===== config.mk =====
export PLATFORM = sky130hd
export DESIGN_NAME = paddle_encoder
export DESIGN_NICKNAME = d
export VERILOG_FILES = /design/src/rtl/paddle_encoder.sv
export SDC_FILE = /design/constraint.sdc
export NUM_CORES = 1
export LEC_CHECK = 0
export ABC_AREA = 1
export CORE_ASPECT_RATIO = 1.25
export CORE_MARGIN = 1.5
export CORE_UTILIZATION = 66
export CTS_BUF_LIST = sky130_fd_sc_hd__clkbuf_8
export CTS_CLUSTER_SIZE = 25
export DETAILED_ROUTE_END_ITERATION = 16
export DONT_BUFFER_PORTS = 1
export PLACE_DENSITY = 0.82
export RECOVER_POWER = 25
export SLEW_MARGIN = 15
export SYNTH_ARGS = -nofsm -noshare
export SYNTH_HDL_FRONTEND = slang
export SYNTH_SLANG_ARGS = --single-unit

===== constraint.sdc =====
create_clock -name CLK -period 2.1 [get_ports CLK]
set_input_delay 0.315 -clock CLK [delete_from_list [all_inputs] [get_ports CLK]]
set_output_delay 0.315 -clock CLK [all_outputs]
set_load 0.05 [all_outputs]

===== src/rtl/paddle_encoder.sv =====
// Quadrature encoder + button front end for one pong paddle: sync, optional debounce, x4 decode, saturated position.
// Optional debounce filters are compiled in with `define PADDLE_DEBOUNCE_EN.
module paddle_encoder #(
    parameter logic [10:0] SCR_H      = 11'd20,
    parameter logic [10:0] PAD_H      = 11'd4,
    parameter logic [10:0] STEP       = 11'd1,
    parameter int unsigned DEB_CYCLES = 8,
    parameter logic [10:0] POS_INIT   = (SCR_H - PAD_H) / 2
) (
    input  logic        CLK,
    input  logic        RST,
    input  logic        ENC_QA,
    input  logic        ENC_QB,
    input  logic        BUTTON,
    output logic [10:0] POS,
    output logic        MOVE,
    output logic        DIR,
    output logic        ERR,
    output logic        BTN_PRESS
);

    localparam int unsigned PW = 11;
    localparam int unsigned AW = 12;
    localparam logic [AW-1:0] POS_MAX = AW'(SCR_H) - AW'(PAD_H);

    if (DEB_CYCLES == 0 || PAD_H == 11'd0 || PAD_H > SCR_H) begin : g_param_bad
        $error("paddle_encoder: illegal parameter set");
    end

    // bit 2 = button, bit 1 = channel A, bit 0 = channel B
    logic [2:0] raw;
    logic [2:0] sync1;
    logic [2:0] sync2;
    logic [2:0] filt;

    assign raw = {BUTTON, ENC_QA, ENC_QB};

    // 2-FF synchronizers, idle-high so reset exit is transition-free
    always_ff @(posedge CLK or negedge RST) begin
        if (!RST) begin
            sync1 <= 3'b111;
            sync2 <= 3'b111;
        end else begin
            sync1 <= raw;
            sync2 <= sync1;
        end
    end

`ifdef PADDLE_DEBOUNCE_EN
    localparam int unsigned CW = (DEB_CYCLES < 2) ? 1 : $clog2(DEB_CYCLES);

    logic [CW-1:0] deb_cnt [3];

    // accept a new level after DEB_CYCLES consecutive differing cycles
    always_ff @(posedge CLK or negedge RST) begin
        if (!RST) begin
            filt <= 3'b111;
            for (int i = 0; i < 3; i++) deb_cnt[i] <= '0;
        end else begin
            for (int i = 0; i < 3; i++) begin
                if (sync2[i] == filt[i]) begin
                    deb_cnt[i] <= '0;
                end else if (deb_cnt[i] == CW'(DEB_CYCLES - 1)) begin
                    filt[i]    <= sync2[i];
                    deb_cnt[i] <= '0;
                end else begin
                    deb_cnt[i] <= deb_cnt[i] + CW'(1);
                end
            end
        end
    end
`else
    assign filt = sync2;
`endif

    logic [1:0]    prev_ab;
    logic          btn_prev;
    logic          fwd;
    logic          rev;
    logic          ill;
    logic [AW-1:0] pos_sum;
    logic [AW-1:0] pos_up;
    logic [AW-1:0] pos_dn;
    logic [PW-1:0] pos_nxt;
    logic          dir_nxt;
    logic          move_nxt;
    logic          err_nxt;
    logic          btn_nxt;

    // Gray-code transition classification on {prev, cur}
    always_comb begin
        fwd = 1'b0;
        rev = 1'b0;
        ill = 1'b0;
        case ({prev_ab, filt[1:0]})
            4'b1101, 4'b0100, 4'b0010, 4'b1011: fwd = 1'b1;
            4'b1110, 4'b1000, 4'b0001, 4'b0111: rev = 1'b1;
            4'b1100, 4'b0011, 4'b0110, 4'b1001: ill = 1'b1;
            default: ;
        endcase
    end

    assign pos_sum = {1'b0, POS} + {1'b0, STEP};
    assign pos_up  = (pos_sum > POS_MAX) ? POS_MAX : pos_sum;
    assign pos_dn  = (POS < STEP) ? '0 : {1'b0, POS - STEP};

    always_comb begin
        pos_nxt = POS;
        dir_nxt = DIR;
        err_nxt = 1'b0;
        if (fwd) begin
            pos_nxt = PW'(pos_up);
            dir_nxt = 1'b1;
        end else if (rev) begin
            pos_nxt = PW'(pos_dn);
            dir_nxt = 1'b0;
        end else if (ill) begin
            err_nxt = 1'b1;
        end
        move_nxt = (pos_nxt != POS);
        btn_nxt  = btn_prev & ~filt[2];
    end

    always_ff @(posedge CLK or negedge RST) begin
        if (!RST) begin
            prev_ab   <= 2'b11;
            btn_prev  <= 1'b1;
            POS       <= POS_INIT;
            DIR       <= 1'b0;
            MOVE      <= 1'b0;
            ERR       <= 1'b0;
            BTN_PRESS <= 1'b0;
        end else begin
            prev_ab   <= filt[1:0];
            btn_prev  <= filt[2];
            POS       <= pos_nxt;
            DIR       <= dir_nxt;
            MOVE      <= move_nxt;
            ERR       <= err_nxt;
            BTN_PRESS <= btn_nxt;
        end
    end

endmodule


==> results of run 1 <==
-- final cells by class --
cell class	instances	area, um2
repair buffers	25	183.9
clock inverters	1	30.03
well taps	33	41.29
multi-input cells	186	1007
inverters	26	97.59
clock buffers	3	41.29
fillers	166	435.4
flip-flops and latches	24	615.6
-- worst reg2reg max path: cells and delay by family, from the launching register on --
kind	cells	cell delay [ns]
AOI/OAI and AO/OA	1	0.09
xor gates and xnor gates	1	0.11
buffers and inverters	2	0.26
DFF	1	0.60
and+or+nand+nor	7	0.95
-- where the power goes --
group / leakage (uW) / total, uW / internal, uW / switching (uW)
combinational: 0.000632 / 1630 / 535 / 1100
sequential: 0.000280 / 745 / 567 / 179
clock: 0.0000357 / 400 / 255 / 145
total: 0.000948 / 2780 / 1360 / 1420
-- cell usage after synthesis --
library cell	number
nand3_2	2
nand2_1	66
xor2_1	5
o31ai_1	1
buf_6	1
clkinv_1	1
nand2_2	8
dfrtp_1	14
nor2_4	5
nand3_1	24
dfstp_2	10
inv_1	16
a21oi_1	6
o21a_1	1
o21ai_1	2
xnor2_1	4
o21ai_2	1
nor3_2	1
nor2_1	27
mux2i_1	1
nand3b_1	1
nor3_1	5
buf_2	2
inv_2	9
nand4_1	6
o21ai_0	11
nand2_4	2
and2_1	1
nor2_2	4
ha_1	2
buf_4	2
-- layer usage --
| metal | GRT usage [%] | up-vias | wire (um) |
|---|---|---|---|
| met5 | 0 | - | 0 |
| met4 | 19.18 | 0 | 272 |
| met3 | 3.750 | 35 | 384 |
| met2 | 58.93 | 157 | 2326 |
| met1 | 38.07 | 801 | 1729 |
| li1 | - | 819 | - |
-- cell families (layout without fill, tap and decap cells) --
kind of cell	count (synthesis)	count (layout)	synth area share (%)
adder cells (fa/ha/maj)	2	2	1.464
XOR/XNOR	9	9	4.612
multiplexers	1	1	0.5857
flip-flops	24	24	35.87
buffers and inverters	31	55	7.833
AO/OA/AOI/OAI	22	22	6.955
AND/OR/NAND/NOR	152	152	42.68
-- flip-flops by register name, summed over array words and instances, names as in the netlist --
| name | flops |
|---|---|
| btn_prev | 1 |
| ERR | 1 |
| POS | 11 |
| BTN_PRESS | 1 |
| prev_ab | 2 |
| MOVE | 1 |
| sync1 | 3 |
| filt | 3 |
| DIR | 1 |
-- stage by stage --
step           TNS [ns]  area (um2)  power, uW  utilization, %  instances
2_1_floorplan         0        1712       1797               -        241
3_3_place_gp          0        1837       2127           74.90        285
3_5_place_dp          0        1837       2163           74.90        285
4_1_cts               0        1918       2587           78.21        290
5_1_grt         -0.1559        2017       2924           82.24        298
6_report       -0.01684        2017       2777           82.24        298
-- final timing paths --
path,start,end,slack (ns)
setup / recovery,filt[0],MOVE,-0.02
hold / removal,ENC_QA,sync1[1],0.04
setup reg to reg,filt[0],MOVE,-0.02
hold reg to reg,sync1[1],filt[1],0.36
max in group asynchronous,RST,POS[1],1.00
min in group asynchronous,RST,POS[0],0.28
-- repair_timing --
action / in CTS / in global routing
buffers inserted: 0 / 8
setup endpoints to repair: 0 / 1
resized for setup: 0 / 9
hold buffers: 1 / 0
endpoints found under the hold margin: 24 / 0
==> out/results.env, run 1 <==
YOSYS.CELL_TYPES.COUNT=31
LAYOUT-DRIVE-GT1-SHARE_PCT=29.81
DIE_HEIGHT_UM=59.90
OUTCOME='finished with violations'
SETUP_VIOL=1
GLOBAL_ROUTE.OVERFLOW_TOTAL=0
WORSTSETUPPATHTYPE='register to register'
NUM_ANTENNA_CELLS=0
YS_SEQ_AREA_SHARE_PCT=35.87
CRITPATHTOPFAMILY='simple AND/OR/NAND/NOR gates'
CTS.REPORTEDPATHS.CLKPINSLEW_NS=0.08
ROUTE.DETAILED.WL_PER_INST_UM=15.82
FP.DIEW_UM=48.52
POST_DRT_VIA_CELL_RATIO=6.081
FAILED_CHECKS='setup timing'
GRT_PASS1_WL_UM=7093
TOTAL_LEAKAGE_POWER_uW=0.0009482
MIN-DELAY-PATH-CLASS='input pin to register'
TRITONCTS_CLOCK_TREE='built'
LAYOUT-AREA-OVERHEAD-VS-SYNTH_PCT=18.01
DESIGN.FINAL.NETS=273
CP_NUM_BUF_INV=2
DRT_PRE_ANTENNA_ITERS=6
CTSLONGESTPATHBUFFERS=2
DETAILEDPLACEMENTHPWL_UM=3338
FINAL_REPORT_MAX_SLEW_VIOLATION_COUNT=0
CRIT_PATH_START_KIND='register'
TIMING.HOLD.WS_NS=0.03668
CRIT_CHAIN='xor2_2 > nor2_2 > inv_2 > nand2_4 > inv_2 > o21ai_2 > nand3_1 > nand2_1 > nand2_1 > nor2_2 > nand3_1'
CRIT_SLOWEST_CELL='dfstp_2'
INSERTION_DELAY_NS=0.27
MIN_DELAY_PATH_DEPTH=0
MAX_FREQ_MHz=472.4
DRC=0
IOS=20
SYNTH.NET_COUNT=248
PEAKVDDDROP_V=0.001110
POST-SYNTH-TOP-AREA-CELL='dfrtp_1'
CRITPATHCAPTURETYPE='register'
CELLPOWERDENSITY_mW_PER_MM2=1377
LAYOUT.CELLS.MOST_COMMON='nand2_1'
GRT_MAX_DEGREE=25
CTSROOTBUFFERMASTER='clkbuf_8'
WORST_CLOCK_SKEW_NS=0.002930
MAX_SLEW_MARGIN_PCT=17.68
CTS.SINKS=24
PLACE.PORT_BUFFERS=0
CP_DATA_ARRIVAL_TIME_NS=2.27
WL_UM=4713
INITIAL_UTILIZATION_PCT=69.69
YOSYS_REGISTER_BITS=24
SYNTHESIS.INSTANCES=241
DRTITER0DRC=139
NUMBER_OF_VIAS_AFTER_DETAILED_ROUTING=1812
FINAL_HOLD_VIOLATIONS=0
CRIT_PATH_REQUIRED_TIME_NS=2.25
DIEAREA_MM2=0.002906
RSZ_0062_RAISED_AFTER_GLOBAL_ROUTING='yes'
GLOBALROUTETOTALUTIL_PCT=32.62
LEAST_MARGIN_PIN_SLEW_NS=1.235
PLACE_CONGESTION=0.9425
SETUP_SLACK_NS=-0.01684
SYNTH_TOP_AREA_SHARE_PCT=20.50
CRIT_PATH_MAX_FANOUT=13
PLACE_WS_NS=0.04709
YOSYS_WARNINGS=0
R2R_CELLS=11
LAYOUT_COMMON_CELLS='64 x nand2_1, 26 x nor2_1, 24 x nand3_1, 24 x buf_4, 16 x inv_1'
TRITONCTS.NUM_BUFFERS=3
SYNTH.AVG_CELL_AREA_UM2=7.092
NUM_ROWS=20
CRITICAL_PATH_CELL_COUNT=11
TIMING.FINAL.CRIT_PERIOD_NS=2.117
FIN_CRIT_SH_PCT=100.8
YS_TOP_CELLS_BY_AREA='dfrtp_1 20%, dfstp_2 15%, nand2_1 14%'
GRT_ANTENNA_BEFORE_REPAIR=0
DRT.ANTENNA.VIOLATING_NETS=0
SYNTH_AREA_MM2=0.001709
CLOCK_TREE.HTREE_LEVEL_COUNT=1
FP.COREAREA_MM2=0.002452
MAX_CAP_VIOL_COUNT=0
CRIT_PATH_MAX_INCR_DELAY_NS=0.60
GRT_PASS1_VIAS=1567
Power figures use the tool's default switching activity.
==> inputs of run 2 (changes only) <==
--- a/config.mk
+++ b/config.mk
@@ -13,6 +13,7 @@
 export CTS_CLUSTER_SIZE = 25
 export DETAILED_ROUTE_END_ITERATION = 16
 export DONT_BUFFER_PORTS = 1
+export GPL_TIMING_DRIVEN = 0
 export PLACE_DENSITY = 0.82
 export RECOVER_POWER = 25
 export SLEW_MARGIN = 15
==> run 2 against run 1 <==
  * The run still ends with setup timing left
  * Global-route usage shrank 1.3 points
  * Wire length shrank 12%
  * Count of clock-buffer cells in the layout is the same
  * Cell count shrank 5.4%
  * Non-clock buffer count shrank 16
  * Total power shrank 5.9%
  * Die area is the same
  * Cell area shrank 4.9%
  * Critical path depth grew 2
  * Core utilization shrank 4.0 points
  * Sequential power grew 36%
==> out/results.env, run 2 (synthesis gave the netlist of run 1 again) <==
OUTCOME='finished with violations'
FAILED_CHECKS='setup timing'
WL_UM=4169
RSZ_0062_RAISED_AFTER_GLOBAL_ROUTING='yes'
MAX_FREQ_MHz=450.1
FINAL_HOLD_VIOLATIONS=0
LAYOUT.CELLS.MOST_COMMON='nand2_1'
FINAL.FILL_COUNT=174
FP.DIEW_UM=48.52
DRTITER0DRC=118
CTSROOTBUFFERMASTER='clkbuf_8'
PEAKVDDDROP_V=0.001202
DIE_HEIGHT_UM=59.90
CRIT_PATH_REQUIRED_TIME_NS=2.25
DRT.ANTENNA.VIOLATING_NETS=0
INITIAL_UTILIZATION_PCT=69.69
GLOBALROUTETOTALUTIL_PCT=31.34
GRT_ANTENNA_BEFORE_REPAIR=0
CRIT_PATH_MAX_INCR_DELAY_NS=0.70
FLIP_FLOP_COUNT_OF_THE_LARGEST_REGISTER_ALL_COPIES_AND_WORDS_ADDED=11
CP_NUM_BUF_INV=3
DIEAREA_MM2=0.002906
PLACE.PORT_BUFFERS=0
LAYOUT-AREA-OVERHEAD-VS-SYNTH_PCT=12.23
SEQUENTIAL_CELL_AREA_UM2=626.9
SETUP_SLACK_NS=-0.1217
INSERTION_DELAY_NS=0.27
TIMING.FINAL.CRIT_PERIOD_NS=2.222
TIMING.HOLD.WS_NS=0.03567
CP_DATA_ARRIVAL_TIME_NS=2.37
CTS.SINKS=24
TIMING.SETUP.TNS_NS=-0.1217
CRITPATHCAPTURETYPE='register'
CRIT_PATH_START_KIND='register'
NUMBER_OF_VIAS_AFTER_DETAILED_ROUTING=1661
DRC=0
DETAILEDPLACEMENTHPWL_UM=2923
CRIT_SLOWEST_CELL='dfstp_2'
WORST_CLOCK_SKEW_NS=0.005862
DRT_PRE_ANTENNA_ITERS=5
NUM_ROWS=20
GRT_PASS1_VIAS=1549
NUM_ANTENNA_CELLS=0
LAYOUT-DRIVE-GT1-SHARE_PCT=26.91
TOTAL_LEAKAGE_POWER_uW=0.0008643
LAYOUT_COMMON_CELLS='64 x nand2_1, 27 x nor2_1, 23 x nand3_1'
IOS=20
ROUTE.DETAILED.WL_PER_INST_UM=14.78
PLACE_CONGESTION=0.8526
FP.COREAREA_MM2=0.002452
LARGEST-REGISTER='POS'
TRITONCTS_CLOCK_TREE='built'
POST-LAYOUT-TOTAL-POWER_uW=2615
MIN-DELAY-PATH-CLASS='input pin to register'
SETUP_VIOL=1
FINAL_REPORT_MAX_SLEW_VIOLATION_COUNT=0
GLOBAL_ROUTE.OVERFLOW_TOTAL=0
LEAST_MARGIN_PIN_SLEW_NS=1.187
MAX_CAP_VIOL_COUNT=0
PLACE_WS_NS=-0.3119
DESIGN.FINAL.NETS=257
CELLPOWERDENSITY_mW_PER_MM2=1363
MAX_SLEW_MARGIN_PCT=20.84
GRT_MAX_DEGREE=25
CTSLONGESTPATHBUFFERS=2
MULTI_INPUT_COMB_AREA_MM2=0.001008
CLOCK_TREE.HTREE_LEVEL_COUNT=1
CRIT_PATH_MAX_FANOUT=10
CRITPATHTOPFAMILY='simple AND/OR/NAND/NOR gates'
CRIT_CHAIN='buf_6 > inv_2 > nand2_2 > nor2_4 > nand2_1 > nor2_4 > nand2_2 > nand2_4 > buf_6 > o21ai_0 > nand4_1 > nor2_1 > nand3_1'
TRITONCTS.NUM_BUFFERS=3
FIN_CRIT_SH_PCT=105.8
CTS.REPORTEDPATHS.CLKPINSLEW_NS=0.08
LAYOUT_TOP_REGISTERS='POS x11, filt x3, sync1 x3'
POST_DRT_VIA_CELL_RATIO=5.890
WORSTSETUPPATHTYPE='register to register'
GRT_PASS1_WL_UM=6782
## run 2: metal layers
metal | GRT usage [%] | wire, um
met1 | 35.71 | 1636
met2 | 56.94 | 2131
met3 | 3.750 | 257
met4 | 19.59 | 144
met5 | 0 | 0
## run 2: stage by stage
stage	cell area, um2	utilization (%)	std cells
finish	1918	78.21	282
global route	1918	78.21	282
CTS	1917	78.16	282
detailed placement	1753	71.48	274
global placement	1753	71.48	274
floorplan	1712	-	241
## run 2: worst reg2reg max path, stage by stage, from the launching register on
cell and delay [ns]:
dfstp_2 0.70, buf_6 0.19, inv_2 0.06, nand2_2 0.11
nor2_4 0.05, nand2_1 0.11, nor2_4 0.06, nand2_2 0.07
nand2_4 0.07, buf_6 0.14, o21ai_0 0.16, nand4_1 0.11
nor2_1 0.17, nand3_1 0.11
## run 2: layout make-up
| type | instances | share of cell area, % |
|---|---|---|
| Multi-Input combinational cell | 186 | 52.58 |
| Sequential cell | 24 | 32.68 |
| Inverter | 26 | 5.219 |
| Buffer | 5 | 2.414 |
| Clock buffer | 3 | 2.153 |
| Tap cell | 33 | 2.153 |
| Clock inverter | 1 | 1.566 |
| Timing Repair Buffer | 4 | 1.239 |
## run 2: repair_timing
action	4_1_cts	5_1_grt
hold endpoints to repair	24	0
cloned	0	0
pin swaps	2	1
endpoints found under the setup margin	2	2
hold buffers	1	0
setup buffers	3	0
gates resized for setup	18	3
## run 2: worst paths after layout
| kind | startpoint | endpoint | slack, ns | cells past startpoint |
|---|---|---|---|---|
| min in group asynchronous | RST | POS[0] | 0.26 | 1 |
| hold reg to reg | sync1[0] | filt[0] | 0.36 | 0 |
| max in group asynchronous | RST | POS[1] | 1.00 | 1 |
| hold / removal | ENC_QB | sync1[0] | 0.04 | 0 |
| setup reg to reg | POS[3] | MOVE | -0.12 | 13 |
| setup / recovery | POS[3] | MOVE | -0.12 | 13 |
## run 2: power breakdown
part | internal, uW | switching (uW)
logic | 417 | 788
registers | 577 | 432
clock network | 255 | 145
==> inputs of run 3 (changes only) <==
--- a/config.mk
+++ b/config.mk
@@ -6,15 +6,13 @@
 export NUM_CORES = 1
 export LEC_CHECK = 0
 export ABC_AREA = 1
-export CORE_ASPECT_RATIO = 1.25
 export CORE_MARGIN = 1.5
-export CORE_UTILIZATION = 66
-export CTS_BUF_LIST = sky130_fd_sc_hd__clkbuf_8
+export CORE_UTILIZATION = 57
 export CTS_CLUSTER_SIZE = 25
 export DETAILED_ROUTE_END_ITERATION = 16
 export DONT_BUFFER_PORTS = 1
 export GPL_TIMING_DRIVEN = 0
-export PLACE_DENSITY = 0.82
+export PLACE_DENSITY = 0.75
 export RECOVER_POWER = 25
 export SLEW_MARGIN = 15
 export SYNTH_ARGS = -nofsm -noshare
==> constraint.sdc (replaced) <==
create_clock -name CLK -period 2.03 [get_ports CLK]
set_input_delay 0.3045 -clock CLK [delete_from_list [all_inputs] [get_ports CLK]]
set_output_delay 0.3045 -clock CLK [all_outputs]
set_load 0.05 [all_outputs]
==> run 3 against run 2 <==
  * The flow finishes with violations (DRC, setup timing)
  * Die area increased by 15%
  * Hold slack gained 0.33 ns
  * Sequential power about the same
  * Fmax increased by 2.0%
  * Via count fell by 6.0%
  * Clock skew up 0.0052 ns
==> out/results.env, run 3 (synthesis gave the netlist of run 1 again) <==
MAX_SLEW_MARGIN_PCT=21.61
POST-LAYOUT-TOTAL-POWER_uW=2508
ROUTE.DETAILED.WL_PER_INST_UM=12.84
CTSROOTBUFFERMASTER='clkbuf_4'
LAYOUT_TOP_REGISTERS='POS x11, filt x3, sync1 x3'
GRT_PASS1_WL_UM=6368
FP.DIEW_UM=57.76
GRT_PASS1_VIAS=1449
TIMING.FINAL.CRIT_PERIOD_NS=2.178
CRIT_SLOWEST_CELL='dfstp_2'
IOS=20
CTS.SINKS=24
INSERTION_DELAY_NS=0.31
DETAILEDPLACEMENTHPWL_UM=2784
MIN-DELAY-PATH-CLASS='register to register'
LAYOUT.CELLS.MOST_COMMON='nand2_1'
DESIGN.FINAL.NETS=263
PLACE.PORT_BUFFERS=0
CRITPATHCAPTURETYPE='register'
GLOBALROUTETOTALUTIL_PCT=24.00
NUM_ANTENNA_CELLS=0
CLOCK_TREE.HTREE_LEVEL_COUNT=1
FIN_CRIT_SH_PCT=107.3
WL_UM=3672
DIE_HEIGHT_UM=57.76
CP_NUM_BUF_INV=2
CELLPOWERDENSITY_mW_PER_MM2=1291
DIEAREA_MM2=0.003336
GLOBAL_ROUTE.OVERFLOW_TOTAL=0
PEAKVDDDROP_V=0.0007141
CRITPATHTOPFAMILY='simple AND/OR/NAND/NOR gates'
NUMBER_OF_VIAS_AFTER_DETAILED_ROUTING=1562
GRT_MAX_DEGREE=25
TOTAL_LEAKAGE_POWER_uW=0.0008642
RSZ_0062_RAISED_AFTER_GLOBAL_ROUTING='yes'
DRTITER0DRC=76
SETUP_SLACK_NS=-0.1480
CRIT_PATH_MAX_INCR_DELAY_NS=0.72
NUM_ROWS=19
MAX_CAP_VIOL_COUNT=0
INITIAL_UTILIZATION_PCT=60.93
LARGEST-REGISTER='POS'
OUTCOME='finished with violations'
CRIT_PATH_MAX_FANOUT=5
LEAST_MARGIN_PIN_SLEW_NS=1.176
CTS.REPORTEDPATHS.CLKPINSLEW_NS=0.12
MAX_FREQ_MHz=459.1
WORST_CLOCK_SKEW_NS=0.01110
CP_DATA_ARRIVAL_TIME_NS=2.38
FINAL_HOLD_VIOLATIONS=0
SEQUENTIAL_CELL_AREA_UM2=626.9
DRC=2
TRITONCTS.NUM_BUFFERS=3
PLACE_WS_NS=-0.2941
WORSTSETUPPATHTYPE='register to register'
TRITONCTS_CLOCK_TREE='built'
LAYOUT_COMMON_CELLS='61 x nand2_1, 24 x nor2_1, 22 x nand3_1'
LAYOUT-DRIVE-GT1-SHARE_PCT=27.84
PLACE_CONGESTION=0.8961
TIMING.HOLD.WS_NS=0.3647
CTSLONGESTPATHBUFFERS=2
DRT_PRE_ANTENNA_ITERS=10
FP.COREAREA_MM2=0.002805
FINAL_CELL_AREA_MM2=0.001943
FAILED_CHECKS='DRC, setup timing'
FLIP_FLOP_COUNT_OF_THE_LARGEST_REGISTER_ALL_COPIES_AND_WORDS_ADDED=11
SETUP_VIOL=1
CRIT_CHAIN='buf_6 > nand2_8 > nor2_4 > nand2_2 > xor2_2 > nor2_4 > buf_4 > nand3b_1 > nand3_1 > nand2_1 > nor2_1 > nand3_1'
FINAL_REPORT_MAX_SLEW_VIOLATION_COUNT=0
FINAL.FILL_COUNT=242
POSTPLACECELLAREA_MM2=0.001755
MULTI_INPUT_COMB_AREA_MM2=0.001031
LAYOUT-AREA-OVERHEAD-VS-SYNTH_PCT=13.69
DRT.ANTENNA.VIOLATING_NETS=0
CRIT_PATH_START_KIND='register'
FINAL_UTIL_PCT=69.27
POST_DRT_VIA_CELL_RATIO=5.462
CRIT_PATH_REQUIRED_TIME_NS=2.24
GRT_ANTENNA_BEFORE_REPAIR=0
==> run 3: cell count changes in the layout (fill, tap and decap cells not counted), moves of 2 or more <==
cell | previous run | this run
clkbuf_4 | 0 | 4
dlygate4sd3_1 | 0 | 4
clkbuf_8 | 3 | 0
nand2_1 | 64 | 61
nand2_2 | 10 | 13
nor2_1 | 27 | 24
buf_4 | 3 | 5
dfstp_1 | 0 | 2
dfstp_2 | 10 | 8
nor2_2 | 3 | 5
nor3_1 | 3 | 5
nor3_2 | 3 | 1
==> run 3: per-layer routing <==
layer | vias to the layer above | share of wire (%) | track usage [%]
li1 | 806 | - | -
met1 | 700 | 46 | 32.81
met2 | 48 | 47 | 39.77
met3 | 8 | 5.6 | 4.911
met4 | 0 | 1.1 | 4.651
met5 | - | 0 | 0
==> run 3: final timing paths <==
kind                            startpoint      end  slack, ns  cells after the start
worst max-delay path                POS[3]     MOVE      -0.15                     12
worst min-delay path              sync1[2]  filt[2]       0.36                      0
worst max register to register      POS[3]     MOVE      -0.15                     12
worst min register to register    sync1[2]  filt[2]       0.36                      0
max in group asynchronous              RST   POS[1]       0.46                      2
min in group asynchronous              RST      ERR       0.74                      2
==> run 3: final cells by class <==
class                           instances  share of cell area [%]
Sequential cell                        24                   32.26
Buffer                                  5                   2.189
Multi-Input combinational cell        186                   53.06
Timing Repair Buffer                   10                   3.992
Tap cell                               31                   1.996
Clock buffer                            4                   1.352
Inverter                               26                   5.151
==> run 3: worst reg2reg max path: cells and delay by family (launching register included) <==
kind | cells | cell delay, ns
simple gates | 9 | 0.87
xor+xnor | 1 | 0.17
buf+inv | 2 | 0.33
flops | 1 | 0.72
==> run 3: through the flow <==
| step | TNS (ns) | instances |
|---|---|---|
| finish | -0.1480 | 286 |
| global route | -0.5769 | 286 |
| CTS | -0.1580 | 284 |
| detailed placement | -0.2951 | 272 |
| global placement | -0.2788 | 272 |
| floorplan | 0 | 241 |
==> run 3: repair_timing <==
item | 4_1_cts | 5_1_grt
pin swaps | 3 | 4
hold buffers | 4 | 1
gates resized for setup | 13 | 11
endpoints found under the hold margin | 27 | 14
setup endpoints to repair | 2 | 4
setup buffers | 4 | 1
==> run 3: report_power, final <==
group / switching (uW) / internal (uW) / leakage, uW
Clock: 128 / 76.6 / 0.0000150
Combinational: 794 / 474 / 0.000577
Sequential: 439 / 596 / 0.000272
Total: 1360 / 1150 / 0.000864
